==> config.mk <==
export PLATFORM = sky130hd
export DESIGN_NAME = noise_envelope_bank
export DESIGN_NICKNAME = d
export VERILOG_FILES = /design/src/rtl/noise_envelope_bank.sv
export SDC_FILE = /design/constraint.sdc
export NUM_CORES = 1
export LEC_CHECK = 0
export BUFFER_PORTS_ARGS = -buffer_cell sky130_fd_sc_hd__buf_2
export CAP_MARGIN = 20
export CORE_ASPECT_RATIO = 0.6
export CORE_MARGIN = 2
export CORE_UTILIZATION = 38
export CTS_CLUSTER_DIAMETER = 50
export CTS_CLUSTER_SIZE = 40
export DETAILED_ROUTE_END_ITERATION = 10
export GPL_ROUTABILITY_DRIVEN = 0
export GPL_TIMING_DRIVEN = 1
export SETUP_SLACK_MARGIN = 0.1
export SLEW_MARGIN = 0
export SYNTH_ARGS = -nofsm -noshare
export SYNTH_HDL_FRONTEND = slang
export SYNTH_SLANG_ARGS = --single-unit
==> constraint.sdc <==
create_clock -name clk -period 9.3 [get_ports clk]
set_input_delay 2.325 -clock clk [delete_from_list [all_inputs] [get_ports clk]]
set_output_delay 2.325 -clock clk [all_outputs]
set_load 0.03 [all_outputs]
==> src/rtl/noise_envelope_bank.sv <==
// noise_envelope_bank
//   N-channel noise generator for the discrete-sound section. A single shared
//   17-bit LFSR supplies every channel; each channel has its own sample-rate
//   divider, a retriggerable decaying envelope with loud/soft scaling, and a
//   registered signed PCM output feeding the audio mixer.
//
// Ports
//   clk           system clock, all logic on the rising edge
//   reset         asynchronous, active-high reset
//   clk_3MHz_en   1-cycle strobe, envelope prescaler tick
//   clk_24KHz_en  1-cycle strobe, LFSR/noise tick
//   sound_enable  global sound enable (freezes LFSR/envelopes, mutes outputs)
//   ch_en         per-channel trigger level, rising edge fires the envelope
//   ch_ls         per-channel loud(1)/soft(0)
//   ch_div        per-channel noise divisor, ch c at [c*DIV_W +: DIV_W]
//   ch_decay      per-channel decay rate, ch c at [c*DECAY_W +: DECAY_W]
//   noise_out     signed samples, ch c at [c*OUT_W +: OUT_W]
//   ch_busy       1 while the channel envelope is nonzero
module noise_envelope_bank #(
  parameter int NUM_CH  = 2,
  parameter int DIV_W   = 4,
  parameter int DECAY_W = 8,
  parameter int ENV_W   = 8,
  parameter int OUT_W   = 16
) (
  input  logic                      clk,
  input  logic                      reset,
  input  logic                      clk_3MHz_en,
  input  logic                      clk_24KHz_en,
  input  logic                      sound_enable,
  input  logic [NUM_CH-1:0]         ch_en,
  input  logic [NUM_CH-1:0]         ch_ls,
  input  logic [NUM_CH*DIV_W-1:0]   ch_div,
  input  logic [NUM_CH*DECAY_W-1:0] ch_decay,
  output logic [NUM_CH*OUT_W-1:0]   noise_out,
  output logic [NUM_CH-1:0]         ch_busy
);

  localparam int PRE_W = DECAY_W + 8;
  localparam int SHIFT = OUT_W - ENV_W - 1;

  logic [16:0]       lfsr;
  logic              noise_tick;
  logic              decay_tick;
  logic [NUM_CH-1:0] ch_en_d;
  logic [NUM_CH-1:0] fire;

  assign noise_tick = clk_24KHz_en & sound_enable;
  assign decay_tick = clk_3MHz_en & sound_enable;
  assign fire       = ch_en & ~ch_en_d & {NUM_CH{sound_enable}};

  always_ff @(posedge clk or posedge reset) begin
    if (reset) begin
      lfsr <= 17'h1FFFF;
    end else if (noise_tick) begin
      if (lfsr == '0)
        lfsr <= 17'h00001;
      else
        lfsr <= {lfsr[15:0], lfsr[16] ^ lfsr[13]};
    end
  end

  // Edge detector keeps tracking while sound is disabled, so a level held
  // across a disable does not fire when sound comes back.
  always_ff @(posedge clk or posedge reset) begin
    if (reset)
      ch_en_d <= '0;
    else
      ch_en_d <= ch_en;
  end

  for (genvar c = 0; c < NUM_CH; c++) begin : g_ch
    localparam int TAP = (5 * c) % 17;

    logic [DIV_W-1:0]   div;
    logic [DECAY_W-1:0] rate;
    logic [PRE_W-1:0]   pre_top;
    logic [DIV_W-1:0]   dcnt;
    logic               nbit;
    logic [ENV_W-1:0]   env;
    logic [PRE_W-1:0]   pre;
    logic [ENV_W-1:0]   amp;
    logic [OUT_W-1:0]   mag;
    logic [OUT_W-1:0]   out_q;
    logic               busy_q;

    assign div     = ch_div[c*DIV_W +: DIV_W];
    assign rate    = ch_decay[c*DECAY_W +: DECAY_W];
    assign pre_top = {rate, 8'hFF};

    // Samples the LFSR tap before this tick's shift.
    always_ff @(posedge clk or posedge reset) begin
      if (reset) begin
        dcnt <= '0;
        nbit <= 1'b0;
      end else if (noise_tick) begin
        if (dcnt == '0) begin
          dcnt <= div;
          nbit <= lfsr[TAP];
        end else begin
          dcnt <= dcnt - DIV_W'(1);
        end
      end
    end

    // Fire has priority over a coincident decay step.
    always_ff @(posedge clk or posedge reset) begin
      if (reset) begin
        env <= '0;
        pre <= '0;
      end else if (fire[c]) begin
        env <= '1;
        pre <= '0;
      end else if (decay_tick && env != '0) begin
        if (pre == pre_top) begin
          pre <= '0;
          env <= env - ENV_W'(1);
        end else begin
          pre <= pre + PRE_W'(1);
        end
      end
    end

    always_comb begin
      amp = ch_ls[c] ? env : (env >> 2);
      mag = OUT_W'(amp) << SHIFT;
    end

    always_ff @(posedge clk or posedge reset) begin
      if (reset) begin
        out_q  <= '0;
        busy_q <= 1'b0;
      end else begin
        busy_q <= (env != '0);
        if (!sound_enable)
          out_q <= '0;
        else if (nbit)
          out_q <= mag;
        else
          out_q <= '0 - mag;
      end
    end

    assign noise_out[c*OUT_W +: OUT_W] = out_q;
    assign ch_busy[c]                  = busy_q;
  end

endmodule

-- Yosys cells after proc, flatten, opt, wreduce, memory -nomap -nowiden
Index checks and enable logic that the tools add are counted.
- bits in registers: 111
- bits of input ports: 33
- output and inout port bits: 34
- word-level logic and storage cells: 66
- add/sub/neg operators: 8
- eq/ne operators: 2
- mux-type cells: 21
- bitwise gates (word level): 6
- reduce and logical (&&, ||, !) cells: 15
- operators by type and width (operator ; number):
    $mux W16 ; 10
    $mux W8 ; 8
    $add A16 B1 Y16 const B ; 2
    $eq A16 B16 Y1 ; 2
    $sub A1 B15 Y16 const A ; 2
    $logic_not A17 Y1 ; 1
    $mux W17 ; 1
    $reduce_bool A8 Y1 ; 2
    $sub A8 B1 Y8 const B ; 2
    $logic_not A4 Y1 ; 2
    $mux W4 ; 2
    $reduce_and A2 Y1 ; 4
    $reduce_bool A2 Y1 ; 4
    $sub A4 B1 Y4 const B ; 2
    $and A2 B2 Y2 ; 2
    $and A1 B1 Y1 ; 2
    $logic_and A1 B1 Y1 ; 2
    $not A2 Y2 ; 1
    $xor A1 B1 Y1 ; 1

-- Logic depth before layout (Yosys ltp)
- depth after elaboration: 5
- depth in mapped cells: 8
- gate-level depth less buffers: 7

-- Least setup slack after synthesis
OpenSTA, ideal clock, no wires.
- path type: input -> register
- start point: in ch_ls[1]
- end point: reg g_ch[1].out_q[13]
- library setup time: 0.119 ns
- arrival time: 3.708 ns
- data required time: 9.181 ns
- slack: 5.473 ns
- stages: 8
- buffers on the path: 1
- path through: buf_2 -> mux2i_1 -> ha_1 -> inv_1 -> a2111oi_2 -> nor2_1 -> xnor2_1 -> and2_1
- cells in the longest elaborated chain, start to end: 4
- ends and longest elaborated chain (what ; line ; RTL):
    from (decl) ; 32 ; input logic [NUM_CH-1:0] ch_ls,
    $mux W8 (*) ; 125 ; amp = ch_ls[c] ? env : (env >> 2);
    $sub A1 B15 Y16 ; 140 ; out_q <= '0 - mag;
    $mux W16 (*) ; 137 ; else if (nbit)
    $mux W16 (*) ; 135 ; if (!sound_enable)
    to (signal assigned) ; 138 ; out_q <= mag;
    to (signal assigned) ; 140 ;
    to (decl) ; 84 ; logic [OUT_W-1:0] out_q;
Every way passes the cells marked *; elsewhere a longest branch is shown, timed or not.
A chain may end at the register's enable or synchronous reset.

-- Worst setup path in the final report
- start point: in sound_enable
- end point: reg g_ch[1].pre[12]
- cells in the longest elaborated chain, start to end: 3
- elaborated cells on any way between the ends: 5
- those cells by class: mux (1); bitwise (2); reduce/logical (2)
- ends and longest elaborated chain (what ; line ; RTL):
    from (decl) ; 30 ; input logic sound_enable,
    $and A1 B1 Y1 ; 49 ; assign decay_tick = clk_3MHz_en & sound_enable;
    $logic_and A1 B1 Y1 ; 114 ; end else if (decay_tick && env != '0) begin
    $reduce_bool A2 Y1 (no source line) ; - ;
    to (signal assigned) ; 119 ; pre <= pre + PRE_W'(1);
    to (decl) ; 81 ; logic [PRE_W-1:0] pre;
Several ways; a longest one is shown, not always the timed one.

==> implementation parameters <==
Parameter                              Value

Cells and area
  Number of filler instances in the final layout ... approximately 1400
  Post-route cell area ... between 6000 and 7000 µm²
  Count of nets after finishing ... 656
  Share of final-layout standard cells stronger than drive strength 1 ... a little under a fifth
  Antenna cell count ... 0
  Synth-to-layout area growth ... 10.92%

Global routing
  Overall global routing resource usage ... 15.30%
  Wire length of the first global-routing pass ... around 20000 µm
  Global-route congestion overflow total ... 0
  Vias in the first global route ... roughly 4000
  Antenna violations before repair ... 0
  Largest net degree at the start of global routing ... 52

Routing
  Routed vias ... around 4200
  Remaining antenna violation count ... 0
  Total routed wirelength ... approximately 12000 µm
  TritonRoute pass-1 iters ... 5
  Detailed-route DRC error count ... 0
  Wire length per cell after detailed routing ... approximately 14 µm
  Detailed router's first-iteration violation count ... 323
  Via density per instance ... 5.190

Synth
  Asr flop ratio synth ... 100.0%
  Number of enable-type register cells in the synthesized netlist ... 0
  Cell type with the largest total area after synthesis ... sky130_fd_sc_hd__dfrtp_1
  Largest cells by area after synthesis ... sky130_fd_sc_hd__dfrtp_1, sky130_fd_sc_hd__dfstp_2, sky130_fd_sc_hd__nand2_1, sky130_fd_sc_hd__xor2_1, sky130_fd_sc_hd__nor2_1
  Number of warnings printed during yosys synthesis ... 0
  Sequential share of the synthesized area ... a little over two fifths
  #FFs+latches synth ... 97
  Top cell type's share of synthesized area ... a little over a third
  Mean instance size in the synthesized netlist ... 9.541 µm²
  Synthesized instance count ... just under 600
  Main flop type after synthesis ... sky130_fd_sc_hd__dfrtp_1
  Summed instance area of the synthesized netlist ... approximately 5600 µm²
  Number of unique standard cell types used by synthesis ... 61

Worst setup path
  CP required ... between 9000 and 10000 ps
  Element type at the critical path end ... flip-flop
  Crit path DAT ... 4130 ps
  Reg2reg start ... g_ch[1].env[4]
  CP max FO ... 24
  Crit path kind ... primary input to flip-flop
  Startpoint type of the worst setup path ... primary input
  First element of the critical path ... sound_enable

Power
  Reported leakage power ... around 0.0027 µW
  Worst vdd rail ir drop ... between 0.09 and 0.1 mV
  Power density over cell area ... a little under 200 nW/µm²

STA
  Max Transition Viols Final ... 0
  Accumulated negative setup slack ... 0 ps
  Fin Clk Skew ... ~6.6 ps
  Max-slew headroom at the worst pin ... 40.23%
  Max Clk Rate ... around 260 MHz
  Final setup slack of the worst path ... between 5000 and 6000 ps
  Tightest Pin Transition ... 894.4 ps
  Endpoints failing setup ... 0
  Setup repair after global routing missed its margin ... no
  Final hold violation count ... 0
  Share of the clock period used by the worst path ... approximately 42%
  Tmin final ... a little under 4000 ps

Die
  Initial cell density of the core ... between 30% and 40%
  Die Span Y ... 97.88 µm
  Area of the die ... about 16000 µm²
  Core Area ... around 14000 µm²
  Placement row count ... 34
  Die width ... around 160 µm
  Top-Level Pins ... between 60 and 70

Clock network
  Clock Tree Buf Depth ... 2
  Clk slew on worst S/H paths ... 60 ps
  Setup repair bufs after CTS ... 0
  Number of gates given a new drive strength after cts ... 0
  Number of buffers created by CTS ... 9
  CTS Hold Buffers Added ... 0
  Clock root buffer ... sky130_fd_sc_hd__clkbuf_16
  CTS tree ... yes
  Sinks on Clock Net ... 97
  H-tree depth ... 3
  Source-to-sink clock delay at the later pin of the worst-skew pair ... between 300 and 400 ps

Placed design
  Placed wire-length estimate ... 8284 µm
  # port buffers ... 52
  Dpl ws ... approximately 4500 ps
  Post-place instance area ... a little under 6000 µm²

Hold path
  Critical hold path startpoint ... lfsr[11]
  Hold Crit Class ... flip-flop to flip-flop

Outcome
  Run status ... finished, final reports clean

Job
  Maxcap violations ... 0
## sequential cells by signal, indices dropped and copies added, names as in the netlist
signal	flops
g_ch.busy_q	2
g_ch.pre	32
g_ch.dcnt	8
ch_en_d	2
g_ch.out_q	18
lfsr	17
g_ch.env	16
g_ch.nbit	2
## cell families (layout without fill, tap and decap cells)
logic type               count (synthesis)  count (layout)  synth area share [%]
AND/OR/NAND/NOR                        237             237                 22.51
buffers and inverters                   72              92                 6.635
adder cells (fa/ha/maj)                 10              10                 2.242
multiplexers                            12              12                 2.219
AO/OA/AOI/OAI                          108             108                 14.93
flip-flops                              97              97                 43.87
XOR/XNOR                                48              48                 7.532
other                                    1              14               0.06718
## cells in the mapped netlist (all sizes together) (2+ instances only)
master and instances:
xnor2 18, xor2 30, o31ai 9, buf 35, nand3b 2, nor4 9
nand3 25, or3 11, o2111a 2, dfstp 17, o21ai 24, a31o 3
inv 21, o2111ai 4, clkbuf 16, and4 10, ha 10, nor2 45
a211oi 12, or4 5, mux2i 9, a311oi 2, nor3 12, nor2b 4
o211a 2, a31oi 10, mux2 3, a2111oi 7, a21boi 2, nand2 76
nand4 11, or3b 2, and3 9, a21oi 19, o211ai 4, dfrtp 80
a21o 4, and2 10, o41ai 2, nor3b 3
## cell type report
cell class / count / area [µm²] / area share, %
multi-input cells: 429 / 2811 / 45.41
flip-flops and latches: 97 / 2449 / 39.55
repair buffers: 55 / 280.3 / 4.527
well taps: 198 / 247.7 / 4.002
clock buffers: 12 / 246.5 / 3.981
inverters: 21 / 80.08 / 1.293
clock inverters: 4 / 76.32 / 1.233
## metal layers
metal / up-vias / wire length (µm) / track usage, %
met4: 0 / 75 / 2.911
met1: 2030 / 5905 / 23.00
met3: 7 / 583 / 3.356
li1: 2089 / - / -
met2: 109 / 5093 / 22.75
met5: - / 0 / 0
## stage by stage
step / instances / hold slack (ps) / power, µW / util (%)
6_report: 816 / 460.5 / 1211 / 42.93
5_1_grt: 816 / 477.1 / 1283 / 42.93
4_1_cts: 815 / 462.3 / 1225 / 42.89
3_5_place_dp: 799 / 456.5 / 824.6 / 40.66
3_3_place_gp: 798 / 449.0 / 812.9 / 40.60
2_1_floorplan: 598 / 441.7 / 757.5 / -
## power breakdown
part	internal (µW)	switching [µW]	total, µW
Clock	244	151	394
Sequential	500	59.9	560
Combinational	98.3	158	256
## worst max-delay path, cell delays in order
cell                      delay [ps]
sky130_fd_sc_hd__buf_2           330
sky130_fd_sc_hd__nand2_1         230
sky130_fd_sc_hd__a41o_1          490
sky130_fd_sc_hd__o21ai_0         390
sky130_fd_sc_hd__buf_2           280
sky130_fd_sc_hd__nor2_1           80
## final timing paths
| check | to | slack (ps) | cells past startpoint |
|---|---|---|---|
| setup / recovery | g_ch[1].pre[12] | 5390 | 6 |
| setup reg to reg | g_ch[1].pre[12] | 7070 | 5 |
| hold / removal | lfsr[12] | 460 | 2 |
| hold reg to reg | lfsr[12] | 460 | 2 |
| max in group asynchronous | g_ch[1].pre[1] | 6050 | 3 |
| min in group asynchronous | g_ch[1].dcnt[3] | 2110 | 2 |
## layout by cell type, fill, tap and decap left out, types with 3 or more instances in the layout
master	instances
sky130_fd_sc_hd__nor2_1	45
sky130_fd_sc_hd__nand4_1	10
sky130_fd_sc_hd__nor3_1	11
sky130_fd_sc_hd__o211ai_1	4
sky130_fd_sc_hd__inv_1	20
sky130_fd_sc_hd__and3_1	7
sky130_fd_sc_hd__dfrtp_1	80
sky130_fd_sc_hd__nor3b_1	3
sky130_fd_sc_hd__a2111oi_2	4
sky130_fd_sc_hd__nand2_1	76
sky130_fd_sc_hd__buf_2	53
sky130_fd_sc_hd__a21oi_1	19
sky130_fd_sc_hd__or4_1	5
sky130_fd_sc_hd__a2111oi_4	3
sky130_fd_sc_hd__xor2_1	30
sky130_fd_sc_hd__o2111ai_1	4
sky130_fd_sc_hd__dfstp_2	17
sky130_fd_sc_hd__ha_1	10
sky130_fd_sc_hd__nor4_1	5
sky130_fd_sc_hd__conb_1	14
sky130_fd_sc_hd__o21ai_0	24
sky130_fd_sc_hd__and2_1	9
sky130_fd_sc_hd__xnor2_1	18
sky130_fd_sc_hd__and4_1	9
sky130_fd_sc_hd__o31ai_1	9
sky130_fd_sc_hd__a21o_1	4
sky130_fd_sc_hd__a31oi_1	9
sky130_fd_sc_hd__a211oi_1	12
sky130_fd_sc_hd__nand3_1	24
sky130_fd_sc_hd__nor2b_1	4
sky130_fd_sc_hd__mux2_2	3
sky130_fd_sc_hd__clkbuf_16	9
sky130_fd_sc_hd__or3_1	11
sky130_fd_sc_hd__mux2i_1	9
Power figures use the tool's default switching activity.
